$ cat src/rtl/bcp_pkg.sv
// Shared types and helpers for the BCP scheduler: FSM state encoding, default sizes
// and the popcount used by the false-literal counter.
package bcp_pkg;

    localparam int unsigned VarNumDefault    = 8;
    localparam int unsigned ClauseNumDefault = 16;
    localparam int unsigned MaxVarNum        = 64;

    typedef enum logic [2:0] {
        StIdle    = 3'd0,
        StFetch   = 3'd1,
        StLoad    = 3'd2,
        StIssue   = 3'd3,
        StWait    = 3'd4,
        StUpdate  = 3'd5,
        StPassEnd = 3'd6,
        StFinish  = 3'd7
    } bcp_state_e;

    function automatic int unsigned popcount(input logic [MaxVarNum-1:0] v);
        int unsigned n;
        n = 0;
        for (int i = 0; i < MaxVarNum; i++) begin
            n += {31'd0, v[i]};
        end
        return n;
    endfunction

endpackage

$ cat src/rtl/bcp_false_counter.sv
// Combinational count of literals in a clause that are assigned and evaluate false.
module bcp_false_counter
    import bcp_pkg::*;
#(
    parameter int unsigned var_num = VarNumDefault
) (
    input  logic [var_num-1:0] assignment_i,
    input  logic [var_num-1:0] free_i,
    input  logic [var_num-1:0] type_i,
    input  logic [var_num-1:0] mask_i,
    output logic [var_num-1:0] false_cnt_o
);

    logic [MaxVarNum-1:0] false_lits;

    always_comb begin
        false_lits              = '0;
        false_lits[var_num-1:0] = mask_i & ~free_i & (assignment_i ^ type_i);
        false_cnt_o             = var_num'(popcount(false_lits));
    end

endmodule

$ cat src/rtl/bcp_scheduler.sv
// Walks the clause memory issuing each clause to an external checker, applying returned
// implications, and repeats passes until a fixpoint or a falsified clause.
module bcp_scheduler
    import bcp_pkg::*;
#(
    parameter int unsigned var_num    = VarNumDefault,
    parameter int unsigned clause_num = ClauseNumDefault,
    parameter int unsigned addr_w     = 4
) (
    input  logic               clock,
    input  logic               reset,
    input  logic               start,
    input  logic [var_num-1:0] assignment_in,
    input  logic [var_num-1:0] free_in,
    output logic [addr_w-1:0]  clause_addr,
    output logic               clause_rd,
    input  logic [var_num-1:0] clause_type_in,
    input  logic [var_num-1:0] clause_mask_in,
    input  logic [var_num-1:0] clause_size_in,
    output logic               chk_en,
    output logic [var_num-1:0] chk_free,
    output logic [var_num-1:0] chk_assignment,
    output logic [var_num-1:0] chk_clause_type,
    output logic [var_num-1:0] chk_clause_mask,
    output logic [var_num-1:0] chk_clause_size,
    output logic [var_num-1:0] chk_counter,
    input  logic               chk_unit_exist,
    input  logic [var_num-1:0] chk_implication,
    input  logic               chk_finish,
    output logic               busy,
    output logic               done,
    output logic               conflict,
    output logic [var_num-1:0] assignment_out,
    output logic [var_num-1:0] free_out,
    output logic [7:0]         imp_count
);

    bcp_state_e state_q, state_d;

    logic [addr_w-1:0]  addr_q, addr_d;
    logic               changed_q, changed_d;
    logic               conflict_q, conflict_d;
    logic [7:0]         imp_count_q, imp_count_d;
    logic [var_num-1:0] assign_q, assign_d;
    logic [var_num-1:0] free_q, free_d;
    logic [var_num-1:0] ctype_q, ctype_d;
    logic [var_num-1:0] cmask_q, cmask_d;
    logic [var_num-1:0] csize_q, csize_d;
    logic [var_num-1:0] fcnt_q, fcnt_d;
    logic               unit_q, unit_d;
    logic [var_num-1:0] imp_q, imp_d;

    logic [var_num-1:0] false_cnt;
    logic               imp_onehot;
    logic               imp_apply;

    bcp_false_counter #(
        .var_num(var_num)
    ) u_false_counter (
        .assignment_i(assign_q),
        .free_i      (free_q),
        .type_i      (clause_type_in),
        .mask_i      (clause_mask_in),
        .false_cnt_o (false_cnt)
    );

    // The checker's result is latched in WAIT so UPDATE does not depend on it staying valid.
    assign imp_onehot = (imp_q != '0) && ((imp_q & (imp_q - var_num'(1))) == '0);
    assign imp_apply  = unit_q && imp_onehot && ((imp_q & free_q & cmask_q) != '0);

    always_comb begin
        state_d     = state_q;
        addr_d      = addr_q;
        changed_d   = changed_q;
        conflict_d  = conflict_q;
        imp_count_d = imp_count_q;
        assign_d    = assign_q;
        free_d      = free_q;
        ctype_d     = ctype_q;
        cmask_d     = cmask_q;
        csize_d     = csize_q;
        fcnt_d      = fcnt_q;
        unit_d      = unit_q;
        imp_d       = imp_q;

        unique case (state_q)
            StIdle: begin
                if (start) begin
                    assign_d    = assignment_in;
                    free_d      = free_in;
                    addr_d      = '0;
                    changed_d   = 1'b0;
                    imp_count_d = '0;
                    conflict_d  = 1'b0;
                    state_d     = StFetch;
                end
            end
            StFetch: state_d = StLoad;
            StLoad: begin
                ctype_d = clause_type_in;
                cmask_d = clause_mask_in;
                csize_d = clause_size_in;
                fcnt_d  = false_cnt;
                unit_d  = 1'b0;
                imp_d   = '0;
                if (clause_mask_in == '0) begin
                    state_d = StUpdate;
                end else if (false_cnt == clause_size_in) begin
                    conflict_d = 1'b1;
                    state_d    = StFinish;
                end else begin
                    state_d = StIssue;
                end
            end
            StIssue: state_d = StWait;
            StWait: begin
                if (chk_finish) begin
                    unit_d  = chk_unit_exist;
                    imp_d   = chk_implication;
                    state_d = StUpdate;
                end
            end
            StUpdate: begin
                if (imp_apply) begin
                    assign_d  = (assign_q & ~imp_q) | (ctype_q & imp_q);
                    free_d    = free_q & ~imp_q;
                    changed_d = 1'b1;
                    if (imp_count_q != 8'hFF) begin
                        imp_count_d = imp_count_q + 8'd1;
                    end
                end
                if (addr_q == addr_w'(clause_num - 1)) begin
                    state_d = StPassEnd;
                end else begin
                    addr_d  = addr_q + addr_w'(1);
                    state_d = StFetch;
                end
            end
            StPassEnd: begin
                if (changed_q) begin
                    changed_d = 1'b0;
                    addr_d    = '0;
                    state_d   = StFetch;
                end else begin
                    state_d = StFinish;
                end
            end
            StFinish: state_d = StIdle;
            default:  state_d = StIdle;
        endcase
    end

    always_ff @(posedge clock) begin
        if (reset) begin
            state_q     <= StIdle;
            addr_q      <= '0;
            changed_q   <= 1'b0;
            conflict_q  <= 1'b0;
            imp_count_q <= '0;
            assign_q    <= '0;
            free_q      <= '0;
            ctype_q     <= '0;
            cmask_q     <= '0;
            csize_q     <= '0;
            fcnt_q      <= '0;
            unit_q      <= 1'b0;
            imp_q       <= '0;
        end else begin
            state_q     <= state_d;
            addr_q      <= addr_d;
            changed_q   <= changed_d;
            conflict_q  <= conflict_d;
            imp_count_q <= imp_count_d;
            assign_q    <= assign_d;
            free_q      <= free_d;
            ctype_q     <= ctype_d;
            cmask_q     <= cmask_d;
            csize_q     <= csize_d;
            fcnt_q      <= fcnt_d;
            unit_q      <= unit_d;
            imp_q       <= imp_d;
        end
    end

    assign clause_addr     = addr_q;
    assign clause_rd       = (state_q == StFetch);
    assign chk_en          = (state_q == StIssue);
    assign chk_free        = free_q;
    assign chk_assignment  = assign_q;
    assign chk_clause_type = ctype_q;
    assign chk_clause_mask = cmask_q;
    assign chk_clause_size = csize_q;
    assign chk_counter     = fcnt_q;
    assign busy            = (state_q != StIdle) && (state_q != StFinish);
    assign done            = (state_q == StFinish);
    assign conflict        = conflict_q;
    assign assignment_out  = assign_q;
    assign free_out        = free_q;
    assign imp_count       = imp_count_q;

endmodule
$ cat config.mk
export PLATFORM = sky130hd
export DESIGN_NAME = bcp_scheduler
export DESIGN_NICKNAME = d
export VERILOG_FILES = /design/src/rtl/bcp_pkg.sv /design/src/rtl/bcp_false_counter.sv /design/src/rtl/bcp_scheduler.sv
export SDC_FILE = /design/constraint.sdc
export NUM_CORES = 1
export LEC_CHECK = 0
export BUFFER_PORTS_ARGS = -buffer_cell sky130_fd_sc_hd__buf_4
export CORE_MARGIN = 3
export CORE_UTILIZATION = 35
export CTS_CLUSTER_SIZE = 8
export DETAILED_ROUTE_END_ITERATION = 16
export PLACE_DENSITY = 0.63
export REMOVE_ABC_BUFFERS = 1
export SYNTH_ARGS = -nofsm -noshare
export SYNTH_HDL_FRONTEND = slang
export SYNTH_HIERARCHICAL = 1
export SYNTH_SLANG_ARGS = --single-unit
export TNS_END_PERCENT = 50
$ cat constraint.sdc
create_clock -name clock -period 5.6 [get_ports clock]
set_input_delay 0.28 -clock clock [delete_from_list [all_inputs] [get_ports clock]]
set_output_delay 0.28 -clock clock [all_outputs]
set_load 0.1 [all_outputs]
==> flow_metrics.tcl, run 1 <==
set metrics [dict create \
    status "finished clean" \
    relSlewSlack_pct 26.1 \
    synthToLayoutAreaGrowth_pct 30.7 \
    routed_wl_um 12100 \
    dieArea_mm2 0.0123 \
    cts-root-buf "clkbuf_8" \
    num_antenna_cells 0 \
    cts_buffer_depth 2 \
    synth_top_cell_by_area "dfxtp_1" \
    netSwitchingFraction_pct 38.0 \
    first_pass_iters 5 \
    seqPwrFrac_pct 37.6 \
    synth_top_area_share_pct 38.3 \
    ios 134 \
    cts_num_sinks 74 \
    n_fill_cell 1013 \
    grt_pass1_vias 3748 \
    synth-main-ff-cell "dfxtp_1" \
    start_util_pct 36.8 \
    regArea_mm2 0.00148 \
    multiInputGateArea_mm2 0.00208 \
    gp_congestion 0.806 \
    intPower_mw 0.932 \
    synth_most_common_cell "nand2_1" \
    drc 0 \
    synth.avg_cell_area_um2 8.12 \
    switchingPower_mw 0.570 \
    antenna_found_initial 0 \
    placementRows 37 \
    pre_cts_slack_ps 1470 \
    nNetsFinal 642 \
    setup_tns_ps 0 \
    peakVddDrop_mv 0.162 \
    critical_path_arrival_ps 4500 \
    worst_pin_slew_ps 1110 \
    async_flop_share_pct 0 \
    hold_buffers 0 \
    powerDensity_mw_per_mm2 297 \
    end_kind "register" \
    grt_use_total_pct 19.4 \
    portBuffers 133 \
    max_freq_mhz 238 \
    grt_first_pass_wirelength_um 19500 \
    vias 3816 \
    yosysWarnings 6 \
    dp_hpwl_um 8610 \
    cp.required_ps 5900 \
    finalSetupViolCount 0 \
    core_mm2 0.0105 \
    cts.htree.levels 3 \
    syn_area_mm2 0.00386 \
    synth_common_cells "nand2_1, dfxtp_1, a21oi_1" \
    hold_class "in2reg" \
    power_frac_comb_pct 30.3 \
    cts.reportedPaths.clkPinSlew_ps 90 \
    grt_start_max_net_pins 57 \
    finalWorstSetupSlack_ps 1400 \
    fp.dieW_um 111 \
    leakage_nw 2.08 \
    ys_seq_elements 74 \
    clock_skew_ps 8.06 \
    drtIter0Drc 307 \
    overflow 0 \
    drive_above_1_share_pct 28.5 \
    crit_fanout 4 \
    crit_path_start_kind "register" \
    synth_edf_count 0 \
    timing.hold.ws_ps 135 \
    worstSetupPathType "reg2reg" \
    synthTopCellsByArea "dfxtp_1, nand2_1, a21oi_1" \
    synth_cells 476 \
    antenna_left 0 \
    yosysUniqueCellTypes 52 \
    postCtsSetupRepairBufs 0 \
    maxCapViolCount 0 \
    rsz0062_at_grt "false" \
    cts_tree "yes" \
    fin_crit_sh_pct 75.1 \
    period_minus_slack_ps 4200 \
    avgViaCountPerCell 5.29 \
    ys_seq_area_share_pct 38.3 \
    cts_resized 0 \
    clkPwrFrac_pct 32.1 \
    wire_per_inst_um 16.8 \
    finalHoldViolations 0 \
    die_h_um 111 \
    cts_made_buffers 9 \
    clkLatencyLatePin_ps 350 \
    final_max_slew_viol_count 0 \
]
==> per-layer routing <==
layer	up-vias	track usage, %	wire (µm)
met1	1794	26.4	5520
met4	0	6.16	237
met3	16	4.09	775
met5	-	0	0
li1	1872	-	-
met2	134	30.9	5580
==> power groups by stage <==
stage | Combinational (mW) | Sequential (mW) | Clock [mW]
finish | 0.455 | 0.564 | 0.482
global route | 0.485 | 0.568 | 0.522
CTS | 0.456 | 0.564 | 0.496
detailed placement | 0.454 | 0.576 | 0
global placement | 0.453 | 0.575 | 0
floorplan | 0.141 | 0.761 | 0
==> worst paths after layout <==
path         cells past startpoint            endpoint  slack [ps]          startpoint
max                             15            conflict        1400            register
min                              2         chk_free[4]         130          free_in[4]
max reg2reg                     15            conflict        1400            register
min reg2reg                      2  chk_clause_size[1]         460  chk_clause_size[1]
==> worst max-delay path, stage by stage (launching register included) <==
cell and delay, ps:
dfxtp_1 390, xor2_1 210, nand3b_1 140, fa_1 520, fa_1 560, inv_1 60
fa_1 540, ha_1 170, inv_1 50, fa_1 380, xnor2_1 270, xor2_1 110
nor4_1 280, nand3_1 160, o21ai_0 190, and2_1 140
==> stage by stage <==
step	instance area, µm²	std cells	power (mW)	util, %
after floorplan	3610	432	0.902	-
after global placement	4820	705	1.03	45.9
after detailed placement	4820	705	1.03	45.9
after CTS	5050	721	1.52	48.1
after global routing	5050	721	1.57	48.1
final	5050	721	1.50	48.1
==> kinds of logic after synthesis <==
group | Yosys count | synth area share, %
AND/OR/NAND/NOR | 188 | 24.1
AO/OA/AOI/OAI | 122 | 21.1
flip-flops | 74 | 38.3
buffers and inverters | 64 | 8.45
XOR/XNOR | 17 | 3.85
adder cells (fa/ha/maj) | 9 | 3.69
other | 1 | 0.0970
multiplexers | 1 | 0.291
==> cells in the final DEF (no fill, tap or decap), types with 5 or more instances in the layout <==
cell type / synthesis / routed
buf_4: 22 / 137
nand2_1: 103 / 103
dfxtp_1: 74 / 74
a21oi_1: 59 / 59
inv_1: 16 / 16
nand4_1: 13 / 13
xor2_1: 13 / 13
nor2_1: 12 / 12
o21ai_0: 10 / 10
clkbuf_8: 0 / 10
and3_1: 9 / 9
a21o_1: 9 / 9
a31oi_1: 8 / 8
a32o_1: 8 / 8
nand3b_1: 8 / 8
nor3_1: 7 / 7
nor4_1: 7 / 7
or3_1: 5 / 5
nor3b_2: 4 / 5
nand3_1: 5 / 5
o22ai_1: 5 / 5
ha_1: 5 / 5
==> final cells by class <==
| type | count | share of cell area, % |
|---|---|---|
| clock buffer | 10 | 2.72 |
| clock inverter | 6 | 1.78 |
| multi-input combinational | 341 | 41.2 |
| timing repair buffer | 137 | 20.4 |
| sequential | 74 | 29.3 |
| inverter | 17 | 1.26 |
| tap | 136 | 3.37 |
No activity file was read; power rests on OpenSTA's default activity.
==> run 2, diff against run 1 <==
Settings changed: PLACE_DENSITY 0.63 to 0.66.
Clock period 5.6 ns to 3.6 ns, I/O delays scaled along.
==> run 2 against run 1 <==
The flow now finishes with violations (negative setup slack). Clock skew increased by 6.8 ps. Sequential cell count unchanged. Clock-buffer cell count did not move. Setup slack got worse by 1700 ps. Via count up 2.3%. Sequential share of layout area shrank 1.0 points. Routed wire length increased by 1.4%. Register-to-register slack got worse by 1700 ps. Power is 62% higher. Hold slack worse by 110 ps. Core utilization up 1.9 points. Clock power rose by 63%. Highest routed layer unchanged.
==> flow_metrics.tcl, run 2 (synthesis results as in run 1) <==
set metrics [dict create \
    wire_per_inst_um 16.5 \
    nNetsFinal 664 \
    n_fill_cell 1013 \
    max_freq_mhz 258 \
    grt_first_pass_wirelength_um 20000 \
    peakVddDrop_mv 0.368 \
    violations "negative setup slack" \
    cp.required_ps 3910 \
    multiInputGateArea_mm2 0.00211 \
    fin_crit_sh_pct 107 \
    final_cell_mix "buf_4, nand2_1, dfxtp_1" \
    portBuffers 133 \
    die_h_um 111 \
    end_kind "register" \
    fp.dieW_um 111 \
    grt_start_max_net_pins 57 \
    crit_path_max_incr_delay_ps 500 \
    total_power_mw 2.43 \
    worst_path_max_delay_cell "fa_1" \
    finalSetupViolCount 2 \
    period_minus_slack_ps 3870 \
    cts_made_buffers 9 \
    drtIter0Drc 214 \
    cts_num_sinks 74 \
    grt_use_total_pct 19.9 \
    core_mm2 0.0105 \
    routed_wl_um 12300 \
    final_cells 743 \
    cts_buffer_depth 2 \
    clock_skew_ps 14.9 \
    cts.htree.levels 3 \
    dp_cells 724 \
    crit_chain "xor2_1 > nand3b_1 > fa_1 > fa_1 > inv_1 > fa_1 > ha_2 > inv_2 > fa_2 > xnor2_2 > xor2_1 > nor4_2 > nand3_1 > o21ai_1 > and2_1" \
    relSlewSlack_pct 47.3 \
    drc 0 \
    vias 3905 \
    gp_congestion 0.868 \
    cts-root-buf "clkbuf_8" \
    cts_tree "yes" \
    start_util_pct 36.8 \
    finalWorstSetupSlack_ps -269 \
    dieArea_mm2 0.0123 \
    maxCapViolCount 0 \
    powerDensity_mw_per_mm2 462 \
    dp_hpwl_um 9100 \
    critical_path_arrival_ps 4180 \
    crit_fanout 2 \
    worstSetupPathType "reg2reg" \
    min_to "chk_free[4]" \
    grt_pass1_vias 3913 \
    ios 134 \
    crit_top_cell "fa_1" \
    antenna_left 0 \
    final_max_slew_viol_count 0 \
    holdPathStages 2 \
    antenna_found_initial 0 \
    crit_path_start_kind "register" \
    worst_pin_slew_ps 787 \
    cts.reportedPaths.clkPinSlew_ps 80 \
    avgViaCountPerCell 5.26 \
    first_pass_iters 5 \
    timing.rr.end "conflict" \
    synthToLayoutAreaGrowth_pct 35.9 \
    hold_buffers 0 \
    overflow 0 \
    rrSetupSlack_ps -270 \
    hold_class "in2reg" \
    leakage_nw 2.21 \
    setup_tns_ps -518 \
    clkLatencyLatePin_ps 360 \
    drive_above_1_share_pct 32.6 \
    num_antenna_cells 0 \
    rsz0062_at_grt "true" \
    regArea_mm2 0.00149 \
    layout_commonest_cell "buf_4" \
    worst-r2r-cell-count 15 \
    status "finished with violations" \
    finalHoldViolations 0 \
    min-delay-start "free_in[4]" \
    placementRows 37 \
]
[run 2: per-layer routing]
metal | track usage (%) | vias to the layer above | wire (µm)
met2 | 31.8 | 148 | 5720
met1 | 26.2 | 1829 | 5510
li1 | - | 1915 | -
met3 | 5.90 | 13 | 889
met4 | 5.76 | 0 | 161
met5 | 0 | - | 0
[run 2: cell type report]
cell class / count / area share, %
Clock buffer: 10 / 2.43
Clock inverter: 6 / 2.00
Inverter: 17 / 1.21
Multi-Input combinational cell: 341 / 40.1
Sequential cell: 74 / 28.3
Tap cell: 136 / 3.24
Timing Repair Buffer: 159 / 22.7
[run 2: per-stage QoR]
stage | hold WS, ps | utilization (%) | worst slack [ps] | cell area (µm²)
global placement | 393 | 47.3 | -378 | 4970
CTS | 12.3 | 49.9 | -186 | 5240
detailed placement | 399 | 47.3 | -533 | 4970
global route | 11.1 | 50.0 | -455 | 5250
floorplan | 246 | - | -1600 | 3610
finish | 27.5 | 50.0 | -269 | 5250
[run 2: timing repair]
action	4_1_cts	5_1_grt
endpoints found under the setup margin	2	2
hold endpoints to repair	0	0
pin swaps	13	10
gates resized for setup	8	3
setup buffers	3	0
[run 2: where the power goes]
part,switching (mW),total (mW),leakage (nW),internal (mW)
Clock,0.327,0.784,0.120,0.457
Combinational,0.532,0.770,1.49,0.238
Sequential,0.0273,0.872,0.601,0.845
[run 2: worst max path at each step]
stage	from	to	slack [ps]	cells after the start
6_report	register	conflict	-270	15
5_1_grt	register	conflict	-460	15
4_1_cts	register	conflict	-190	15
3_5_place_dp	register	conflict	-530	15
3_3_place_gp	register	conflict	-380	15
2_1_floorplan	register	conflict	-1600	15
[run 2: worst max-delay path, delay by kind of cell (launching register included)]
family                   cells  cell delay, ps
flip-flops                   1             340
AND/OR/NAND/NOR              4             700
adder cells (fa/ha/maj)      5            2030
buffers and inverters        2              90
AO/OA/AOI/OAI                1             140
XOR/XNOR                     3             540
==> run 3, diff against run 2 <==
Settings changed: PLACE_DENSITY 0.66 to 0.63.
Clock period 3.6 ns to 4.54 ns, I/O delays scaled along.
==> run 3 against run 2 <==
Largest power group unchanged. Design area shrank 3.7%. Non-clock buffer count shrank 20. Cell count shrank 2.7%. The flow now finishes without violations. Power shrank 24%. Core utilization shrank 1.8 points. Global-route usage shrank 0.50 points. Sequential share of layout area grew 1.0 points. Clock power shrank 27%. Sequential power shrank 20%. Setup slack gained 580 ps.
==> flow_metrics.tcl, run 3 (synthesis results as in run 1) <==
set metrics [dict create \
    crit_fanout 4 \
    n_fill_cell 1023 \
    start_util_pct 36.8 \
    grt_pass1_vias 3738 \
    worst_path_max_delay_cell "fa_1" \
    dp_hpwl_um 8680 \
    drive_above_1_share_pct 28.6 \
    crit_path_max_incr_delay_ps 550 \
    final_cell_mix "buf_4, nand2_1, dfxtp_1" \
    wire_per_inst_um 16.5 \
    routed_wl_um 11900 \
    min_to "chk_free[2]" \
    drtIter0Drc 231 \
    final_max_slew_viol_count 0 \
    ios 134 \
    antenna_left 0 \
    core_mm2 0.0105 \
    crit_chain "xor2_1 > nand3b_1 > fa_1 > fa_1 > inv_1 > fa_1 > ha_1 > inv_1 > fa_1 > xnor2_1 > xor2_1 > nor4_1 > nand3_1 > o21ai_0 > and2_1" \
    vias 3821 \
    avgViaCountPerCell 5.28 \
    cts.reportedPaths.clkPinSlew_ps 90 \
    gp_congestion 0.842 \
    num_antenna_cells 0 \
    period_minus_slack_ps 4230 \
    utilization_pct 48.1 \
    worstSetupPathType "reg2reg" \
    powerDensity_mw_per_mm2 363 \
    worst_pin_slew_ps 853 \
    nNetsFinal 644 \
    grt_use_total_pct 19.4 \
    peakVddDrop_mv 0.175 \
    hold_class "in2reg" \
    critical_path_arrival_ps 4520 \
    setup_tns_ps 0 \
    grt_start_max_net_pins 57 \
    die_h_um 111 \
    regArea_mm2 0.00148 \
    worst-r2r-cell-count 15 \
    crit_path_start_kind "register" \
    grt_first_pass_wirelength_um 19700 \
    cts_num_sinks 74 \
    clkLatencyLatePin_ps 350 \
    layout_commonest_cell "buf_4" \
    final_cells 723 \
    holdPathStages 2 \
    postCtsSetupRepairBufs 0 \
    rsz0062_at_grt "false" \
    crit_top_cell "fa_1" \
    fin_area_mm2 0.00506 \
    dieArea_mm2 0.0123 \
    synthToLayoutAreaGrowth_pct 30.9 \
    clock_skew_ps 16.5 \
    placementRows 37 \
    finalSetupViolCount 0 \
    max_freq_mhz 236 \
    min-delay-start "free_in[2]" \
    cp_top_family "adder cells" \
    overflow 0 \
    antenna_found_initial 0 \
    first_pass_iters 5 \
    fin_crit_sh_pct 93.2 \
    timing.hold.ws_ps 93.9 \
    timing.rr.end "conflict" \
    cts_buffer_depth 2 \
    status "finished clean" \
    end_kind "register" \
    cts_tree "yes" \
    rrSetupSlack_ps 310 \
    finalHoldViolations 0 \
    cts_resized 0 \
    crit_buf_inv 2 \
    fp.dieW_um 111 \
    multiInputGateArea_mm2 0.00208 \
    dp_cells 707 \
    leakage_nw 2.09 \
    cts_made_buffers 9 \
    portBuffers 133 \
    hold_buffers 0 \
    maxCapViolCount 0 \
    cts.htree.levels 3 \
    cp.required_ps 4830 \
    cts-root-buf "clkbuf_8" \
    placedInstanceArea_mm2 0.00484 \
    relSlewSlack_pct 42.9 \
    drc 0 \
]
==> run 3: where the power goes <==
| part | internal (mW) | switching [mW] |
|---|---|---|
| sequential | 0.669 | 0.0263 |
| clock | 0.323 | 0.251 |
| combinational | 0.156 | 0.409 |
==> run 3: per-stage QoR <==
step,power (mW),setup WS [ps]
floorplan,1.11,-662
global route,1.92,55.4
detailed placement,1.27,397
global placement,1.27,551
CTS,1.84,320
finish,1.83,310
==> run 3: cell type report <==
type,instances,area share [%]
timing repair buffer,139,20.6
tap,136,3.36
clock buffer,11,2.79
multi-input combinational,341,41.1
clock inverter,5,1.53
inverter,17,1.26
sequential,74,29.3
==> run 3: routing by layer <==
metal | track usage [%] | routed length (µm) | part of all wire, % | up-vias
met3 | 3.17 | 639 | 5.4 | 19
met4 | 6.73 | 230 | 1.9 | 0
met5 | 0 | 0 | 0 | -
met1 | 26.5 | 5490 | 46 | 1786
met2 | 31.2 | 5570 | 47 | 132
li1 | - | - | - | 1884
==> run 3: worst reg2reg max path, cell delays in order (launching register included) <==
cell and delay (ps):
dfxtp_1 410, xor2_1 210, nand3b_1 120, fa_1 500
fa_1 540, inv_1 50, fa_1 550, ha_1 180
inv_1 60, fa_1 380, xnor2_1 270, xor2_1 110
nor4_1 290, nand3_1 160, o21ai_0 180, and2_1 130
==> run 3: how the worst max path moves through the flow <==
| stage | depth (start not counted) | to | slack, ps |
|---|---|---|---|
| after floorplan | 15 | conflict | -660 |
| after global placement | 15 | conflict | 550 |
| after detailed placement | 15 | conflict | 400 |
| after CTS | 15 | conflict | 320 |
| after global routing | 15 | conflict | 60 |
| final | 15 | conflict | 310 |
